[config.mk]
export PLATFORM = sky130hd
export DESIGN_NAME = fifo_sync
export DESIGN_NICKNAME = d
export VERILOG_FILES = /design/src/rtl/fifo_sync_pkg.sv /design/src/rtl/fifo_sync_ram.sv /design/src/rtl/fifo_sync.sv
export SDC_FILE = /design/constraint.sdc
export NUM_CORES = 1
export LEC_CHECK = 0
export BUFFER_PORTS_ARGS = -buffer_cell sky130_fd_sc_hd__buf_2
export CAP_MARGIN = 25
export CORE_AREA = 2 2 102 104
export CTS_BUF_LIST = sky130_fd_sc_hd__clkbuf_8
export DETAILED_ROUTE_END_ITERATION = 8
export DIE_AREA = 0 0 104 106
export MAX_ROUTING_LAYER = met4
export PLACE_DENSITY = 0.82
export SYNTH_ARGS = -nofsm -noshare
export SYNTH_HDL_FRONTEND = slang
export SYNTH_SLANG_ARGS = --single-unit
[constraint.sdc]
create_clock -name clk_i -period 3.2 [get_ports clk_i]
set_clock_uncertainty 0.1 [all_clocks]
set_input_delay 0.64 -clock clk_i [delete_from_list [all_inputs] [get_ports clk_i]]
set_output_delay 0.64 -clock clk_i [all_outputs]
set_load 0.01 [all_outputs]
[src/rtl/fifo_sync_pkg.sv]
// fifo_sync_pkg: helpers shared by the FIFO controller and its reference model.
// Holds no per-instance parameters; every size comes from the instantiating module.
package fifo_sync_pkg;

  // Number of words addressed by an awidth-bit pointer.
  function automatic int depth(int awidth);
    return 1 << awidth;
  endfunction

  // Occupancy after one cycle, given which requests were actually accepted.
  function automatic int unsigned usedw_next(int unsigned usedw, logic wr_acc, logic rd_acc);
    if (wr_acc && !rd_acc) return usedw + 1;
    if (rd_acc && !wr_acc) return usedw - 1;
    return usedw;
  endfunction

endpackage

[src/rtl/fifo_sync_ram.sv]
// ram_memory: simple dual-port RAM, one write port and one registered read port.
// Contents are not reset. A read of the address being written returns the old word.
module ram_memory #(
  parameter int DWIDTH = 8,
  parameter int AWIDTH = 4
) (
  input  logic              clk,
  input  logic [DWIDTH-1:0] data,
  input  logic              wren,
  input  logic [AWIDTH-1:0] wrpntr,
  input  logic [AWIDTH-1:0] rdpntr,
  output logic [DWIDTH-1:0] q
);

  logic [DWIDTH-1:0] r_mem [2**AWIDTH];

  // Write port plus registered read port; the read samples the array before this edge's write.
  always_ff @(posedge clk) begin
    if (wren) r_mem[wrpntr] <= data;
    q <= r_mem[rdpntr];
  end

endmodule

[src/rtl/fifo_sync.sv]
// fifo_sync: single-clock FIFO controller around ram_memory.
// Owns pointers, occupancy counter and registered status flags.
// Define FIFO_SYNC_SHOWAHEAD_EN for show-ahead (first-word-fall-through) output;
// by default q_o presents the word fetched by the last accepted read.
module fifo_sync
  import fifo_sync_pkg::*;
#(
  parameter int DWIDTH       = 8,
  parameter int AWIDTH       = 4,
  parameter int ALMOST_FULL  = 12,
  parameter int ALMOST_EMPTY = 4
) (
  input  logic              clk_i,
  input  logic              rst_n_i,
  input  logic              wrreq_i,
  input  logic [DWIDTH-1:0] data_i,
  input  logic              rdreq_i,
  output logic [DWIDTH-1:0] q_o,
  output logic              empty_o,
  output logic              full_o,
  output logic [AWIDTH:0]   usedw_o,
  output logic              almost_full_o,
  output logic              almost_empty_o
);

  localparam int DEPTH = depth(AWIDTH);
  localparam int UW    = AWIDTH + 1;

  logic [AWIDTH-1:0] r_wrptr;
  logic [AWIDTH-1:0] r_rdptr;
  logic [AWIDTH-1:0] w_rdptr_nxt;
  logic [AWIDTH-1:0] w_rdpntr;
  logic [UW-1:0]     r_usedw;
  logic [UW-1:0]     w_usedw_nxt;
  logic              r_full;
  logic              r_almost_full;
  logic              r_almost_empty;
  logic              w_empty;
  logic              w_wr_acc;
  logic              w_rd_acc;
  logic [DWIDTH-1:0] w_ram_q;

  // Flags are judged on the registered state, so a full FIFO rejects a write even when
  // a read is accepted in the same cycle, and an empty one rejects the read.
  assign w_wr_acc    = wrreq_i && !r_full;
  assign w_rd_acc    = rdreq_i && !w_empty;
  assign w_rdptr_nxt = w_rd_acc ? r_rdptr + AWIDTH'(1) : r_rdptr;
  assign w_usedw_nxt = UW'(usedw_next(32'(r_usedw), w_wr_acc, w_rd_acc));

  // Pointers, occupancy and the flags derived from the next occupancy.
  always_ff @(posedge clk_i or negedge rst_n_i) begin
    if (!rst_n_i) begin
      r_wrptr        <= '0;
      r_rdptr        <= '0;
      r_usedw        <= '0;
      r_full         <= 1'b0;
      r_almost_full  <= 1'b0;
      r_almost_empty <= 1'b1;
    end else begin
      if (w_wr_acc) r_wrptr <= r_wrptr + AWIDTH'(1);
      r_rdptr        <= w_rdptr_nxt;
      r_usedw        <= w_usedw_nxt;
      r_full         <= (w_usedw_nxt == UW'(DEPTH));
      r_almost_full  <= (w_usedw_nxt >= UW'(ALMOST_FULL));
      r_almost_empty <= (w_usedw_nxt < UW'(ALMOST_EMPTY));
    end
  end

`ifdef FIFO_SYNC_SHOWAHEAD_EN
  // Prefetch: the RAM always fetches the word that will be at the head next cycle.
  assign w_rdpntr = w_rdptr_nxt;

  logic r_valid;

  // The prefetched word is trustworthy only if it was already in the RAM before this edge,
  // i.e. some word survives this cycle's read without counting this cycle's write
  // (the RAM has no write-to-read bypass).
  always_ff @(posedge clk_i or negedge rst_n_i) begin
    if (!rst_n_i) r_valid <= 1'b0;
    else          r_valid <= ((r_usedw - UW'(w_rd_acc)) != '0);
  end

  assign w_empty = !r_valid;
  assign q_o     = r_valid ? w_ram_q : '0;
`else
  assign w_rdpntr = r_rdptr;

  logic              r_empty;
  logic              r_rd_acc_d;
  logic [DWIDTH-1:0] r_q_hold;

  // Empty flag and the hold register that keeps q_o steady between accepted reads,
  // since the RAM output register reloads every cycle.
  always_ff @(posedge clk_i or negedge rst_n_i) begin
    if (!rst_n_i) begin
      r_empty    <= 1'b1;
      r_rd_acc_d <= 1'b0;
      r_q_hold   <= '0;
    end else begin
      r_empty    <= (w_usedw_nxt == '0);
      r_rd_acc_d <= w_rd_acc;
      r_q_hold   <= q_o;
    end
  end

  assign w_empty = r_empty;
  assign q_o     = r_rd_acc_d ? w_ram_q : r_q_hold;
`endif

  ram_memory #(
    .DWIDTH (DWIDTH),
    .AWIDTH (AWIDTH)
  ) u_ram (
    .clk    (clk_i),
    .data   (data_i),
    .wren   (w_wr_acc),
    .wrpntr (r_wrptr),
    .rdpntr (w_rdpntr),
    .q      (w_ram_q)
  );

  assign empty_o        = w_empty;
  assign full_o         = r_full;
  assign usedw_o        = r_usedw;
  assign almost_full_o  = r_almost_full;
  assign almost_empty_o = r_almost_empty;

endmodule
==> results.toml, run 1 <==
[run_status]
outcome = "completed"

[route]
drtPass1Iterations = 5
drt_first_iter_violations = 356
wire_per_inst_microns = 22.06
viasPerCell = 5.963
drc_errors = 0
routed_wl_mm = 11.29
vias = 3053
ant_nets = 0

[setup_path]
path_max_fanout = 8
critPathCaptureType = "primary output"
path_class = "flip-flop to primary output"
ff2ff_setup_slack_ps = 1070
required_ps = 2460
cp-start-kind = "flip-flop"
arrival_ps = 1520

[timing]
rsz0062_at_grt = "no"
max-slew-margin-rel_pct = 40.78
finalWorstSetupSlack_ps = 943.1
worst_slew_pin_slew_ps = 888.3
setup_violations = 0
finalCriticalPeriod_ps = 2257
final_max_slew_viol_count = 0
fin_setup_tns_ps = 0
fin_crit_sh_pct = 70.53
max_freq_mhz = 443.1
hold_violations = 0

[clocking]
cts_sinks = 162
clkLatencyLatePin_ps = 450
postCtsSetupRepairBufs = 0
hold_buffers = 0
path_clk_slew_ps = 80
clockRootBuffer = "clkbuf_8"
cts_tree = "built"
h-tree-depth = 4
cts_resized = 0
numCtsBuffers = 17
clk_path_buf_depth = 2

[logic_synthesis]
synthDistinctLibCells = 40
synth-seq-area-share_pct = 73.98
netlist_instances = 324
synth_fp_nets = 343
yosys_warnings = 0
synth_async_sr_flop_share_pct = 16.05
synth_area_per_cell_sq_um = 19.43
syn_area_sq_um = 6295
ys_ff_latch = 162
synth-edff-count = 128
ys.flop_type = "edfxtp_1"

[grt]
grt_pass1_vias = 3108
antenna_found_initial = 0
gr-usage-all-layers_pct = 23.14
grt_pass1_wl_mm = 17.68
grt_max_degree = 27
gr-total-overflow = 0

[flow_run]
drv_cap = 0

[min_path]
worst_hold_path_type = "input port to asynchronous set/reset pin"

[placement]
gp_congestion = 0.8771
place_area_sq_um = 6581
portBuffers = 28
dpl_worst_slack_ps = 902.4
dpl.hpwl_mm = 7.616
dp_cells = 481

[final_layout]
final_cell_mix = "128 x edfxtp_1, 32 x mux4_2, 28 x buf_2"
instances_no_fill = 512
fin_util_pct = 70.11
diodes = 0
final_area_sq_um = 7010
layout-drive-gt1-share_pct = 32.18
final_common_cell = "edfxtp_1"
fin_nets = 383
syn_to_final_growth_pct = 11.37

[die]
rows = 37
fp.dieW_microns = 104
die_area_sq_um = 11020
start_util_pct = 62.95
io_pins = 29
fp.coreArea_sq_um = 10000
die_h_microns = 106

[power]
power.density_nw_per_um2 = 906.8
leakage_nw = 2.437
ir_drop_mv = 0.3969
-- routing by layer --
| metal | global-route usage (%) | wire [microns] | up-vias |
|---|---|---|---|
| met5 | - | 0 | - |
| met4 | 8.784 | 168 | 0 |
| met3 | 6.438 | 764 | 14 |
| met2 | 34.26 | 5615 | 123 |
| met1 | 31.40 | 4745 | 1571 |
| li1 | - | - | 1345 |
-- power by group --
part	internal [mW]	total [mW]	switching [mW]
clock	0.908	1.59	0.684
combinational	0.844	1.80	0.955
sequential	2.67	2.97	0.300
-- through the flow --
step                      total power, mW  hold WS (ps)
after floorplan                     4.250         244.4
final                               6.357         76.61
after global routing                6.661         109.2
after global placement              4.717         367.2
after CTS                           6.402         74.78
after detailed placement            4.805         365.5
-- sequential cells by signal, summed over array words and instances, names as in the netlist --
name	cells
almost_empty_o	1
almost_full_o	1
empty_o	1
full_o	1
r_q_hold	8
r_rd_acc_d	1
r_rdptr	4
r_wrptr	4
u_ram.q	8
u_ram.r_mem	128
usedw_o	5
-- logic make-up after synthesis --
family / count (synthesis) / share of synthesized area [%]
flip-flops: 162 / 73.98
AND/OR/NAND/NOR: 58 / 4.850
multiplexers: 41 / 13.06
AO/OA/AOI/OAI: 24 / 3.160
buffers and inverters: 22 / 1.809
XOR/XNOR: 10 / 1.749
adder cells (fa/ha/maj): 7 / 1.391
-- synth_stat cells, drive strengths merged, types with 2 or more instances --
cell type / count / share of area [%]
buf: 7 / 0.87
dfxtp: 8 / 2.5
nor2: 18 / 1.3
xnor2: 9 / 1.5
nand2b: 4 / 0.52
inv: 7 / 0.46
nor3: 7 / 0.56
dfrtp: 24 / 9.5
nor4: 3 / 0.50
a22oi: 18 / 2.3
mux4: 32 / 11
ha: 7 / 1.4
dfstp: 2 / 0.83
nand4: 2 / 0.20
clkbuf: 8 / 0.48
edfxtp: 128 / 61
nor2b: 3 / 0.42
mux2: 9 / 1.6
nand2: 18 / 1.1
-- critical path, cell delays in order (launching register included) --
cell and delay [ps]:
dfrtp_1 530, mux2_2 400, buf_2 140
-- layout make-up --
type                            count  area [sq um]
Clock buffer                       17         234.0
Inverter                            7         28.78
Timing Repair Buffer               36         200.2
Sequential cell                   162          4658
Clock inverter                     14         195.2
Tap cell                          136         170.2
Fill cell                         616          2989
Multi-Input combinational cell    140          1524
-- worst paths after layout --
| path | start | endpoint | cells past startpoint |
|---|---|---|---|
| max in group asynchronous | rst_n_i | r_rdptr[0] | 1 |
| worst min register to register | u_ram.q[1] | r_q_hold[1] | 1 |
| worst min-delay path | rst_n_i | usedw_o[2] | 1 |
| min in group clk_i | u_ram.q[1] | r_q_hold[1] | 1 |
| worst max register to register | r_rdptr[1] | u_ram.q[0] | 4 |
| worst max-delay path | r_rd_acc_d | q_o[5] | 2 |
Note: power is estimated with default switching activity, not from simulation.
==> inputs of run 2 (changes only) <==
Settings changed: CORE_AREA 2 2 102 104 to 2 2 103 105, DIE_AREA 0 0 104 106 to 0 0 105 107, PLACE_DENSITY 0.82 to 0.81.
Clock period 3.2 ns to 2.3 ns, I/O delays scaled along.
==> results.toml, run 2 (same netlist as run 1, synthesis figures left out) <==
[run_status]
outcome = "completed"

[final_layout]
diodes = 0
largest_register = "u_ram.r_mem"
fillCellCount = 611
syn_to_final_growth_pct = 12.44
fin_nets = 394
fin_util_pct = 70.13
top_regs = "u_ram.r_mem (128), r_q_hold (8), u_ram.q (8)"
largest_reg_flops = 128
final_cell_mix = "128 x edfxtp_1, 32 x mux4_2, 28 x buf_2"
final_common_cell = "edfxtp_1"
layout-drive-gt1-share_pct = 33.76

[grt]
antenna_found_initial = 0
grt_pass1_vias = 3176
grt_max_degree = 36
grt_pass1_wl_mm = 18.43
gr-total-overflow = 0
gr-usage-all-layers_pct = 23.76

[timing]
max-slew-margin-rel_pct = 46.85
max_freq_mhz = 483.9
fin_setup_tns_ps = 0
setup_violations = 0
final_max_slew_viol_count = 0
worst_slew_pin_slew_ps = 795.6
rsz0062_at_grt = "no"
fin_crit_sh_pct = 89.85
hold_violations = 0
finalCriticalPeriod_ps = 2067

[die]
die_area_sq_um = 11240
die_h_microns = 107
rows = 37
fp.coreArea_sq_um = 10090
io_pins = 29
fp.dieW_microns = 105
start_util_pct = 62.37

[route]
ant_nets = 0
viasPerCell = 5.973
drtPass1Iterations = 4
drt_first_iter_violations = 251
routed_wl_mm = 11.71
drc_errors = 0
vias = 3130
wire_per_inst_microns = 22.35

[min_path]
holdPathEnd = "r_rd_acc_d"
hold_start = "rdreq_i"
holdPathStages = 3
worst_hold_path_type = "input port to flip-flop"

[clocking]
cts_resized = 0
clockRootBuffer = "clkbuf_8"
numCtsBuffers = 17
hold_buffers = 1
clkLatencyLatePin_ps = 450
cts_sinks = 162
clk_path_buf_depth = 2
cts_tree = "built"
path_clk_slew_ps = 70
h-tree-depth = 4
postCtsSetupRepairBufs = 0

[setup_path]
path_class = "flip-flop to primary output"
path_max_fanout = 8
crit_buf_inv = 1
r2r_cells = 7
critPathSlowestCell = "dfrtp_1"
crit_family = "flip-flops"
timing.rr.start = "usedw_o[0]"
worst_r2r_endpoint = "empty_o"
critPathCaptureType = "primary output"
slowest_delay_ps = 530
crit_path_cell_trace = "mux2_2, buf_2"
cp-start-kind = "flip-flop"
ff2ff_setup_slack_ps = 280
arrival_ps = 1510
required_ps = 1740

[power]
ir_drop_mv = 0.5636
power.density_nw_per_um2 = 1226
leakage_nw = 2.494

[placement]
dpl.hpwl_mm = 7.359
portBuffers = 28
gp_congestion = 0.7771

[flow_run]
drv_cap = 0
run 2: changes by cell type in the layout (fill, tap and decap cells not counted):
cell           previous run  this run
clkinv_2                  3         4
buf_12                    0         2
bufinv_16                 5         3
buf_4                     8        16
clkinv_4                  0         1
dlygate4sd3_1             0         1
inv_1                     6         8
clkinv_1                  3         2
run 2: worst min-delay path: stages:
cell and delay, ps:
buf_2 100, nand2b_4 90, inv_4 90
run 2: worst max-delay path by stage:
stage | cells past startpoint | end | start
final | 2 | q_o[0] | r_rd_acc_d
after global routing | 2 | q_o[0] | r_rd_acc_d
after CTS | 2 | q_o[0] | r_rd_acc_d
after detailed placement | 7 | empty_o | usedw_o[0]
after global placement | 5 | u_ram.r_mem[3][6] | wrreq_i
after floorplan | 4 | u_ram.r_mem[3][0] | wrreq_i
run 2: metrics by stage:
| stage | std cells | setup WS, ps | instance area [sq um] | hold WS [ps] | total power [mW] |
|---|---|---|---|---|---|
| 3_3_place_gp | 491 | 468.1 | 6681 | 361.5 | 6.606 |
| 6_report | 524 | 233.4 | 7078 | 240.3 | 8.680 |
| 2_1_floorplan | 324 | 379.8 | 6295 | 64.41 | 5.913 |
| 4_1_cts | 524 | 186.3 | 7078 | 213.7 | 8.745 |
| 5_1_grt | 524 | 156.6 | 7078 | 235.2 | 9.104 |
| 3_5_place_dp | 491 | 365.2 | 6681 | 361.3 | 6.711 |
run 2: layout make-up:
type,instances,area (sq um),share of cell area [%]
Sequential cell,162,4658,65.81
Multi-Input combinational cell,140,1524,21.53
Timing Repair Buffer,47,310.3,4.384
Tap cell,136,170.2,2.404
Clock buffer,17,234.0,3.306
Inverter,7,28.78,0.4066
Clock inverter,15,152.6,2.157
run 2: power breakdown:
group | internal (mW) | total, mW | switching, mW
clock | 1.05 | 2.02 | 0.978
combinational | 1.22 | 2.61 | 1.39
sequential | 3.71 | 4.05 | 0.340
total | 5.98 | 8.68 | 2.70
run 2: per-layer routing:
layer	wire length (microns)	global-route usage (%)
met1	4716	32.06
met2	5983	36.46
met3	883	5.350
met4	129	8.571
met5	0	-
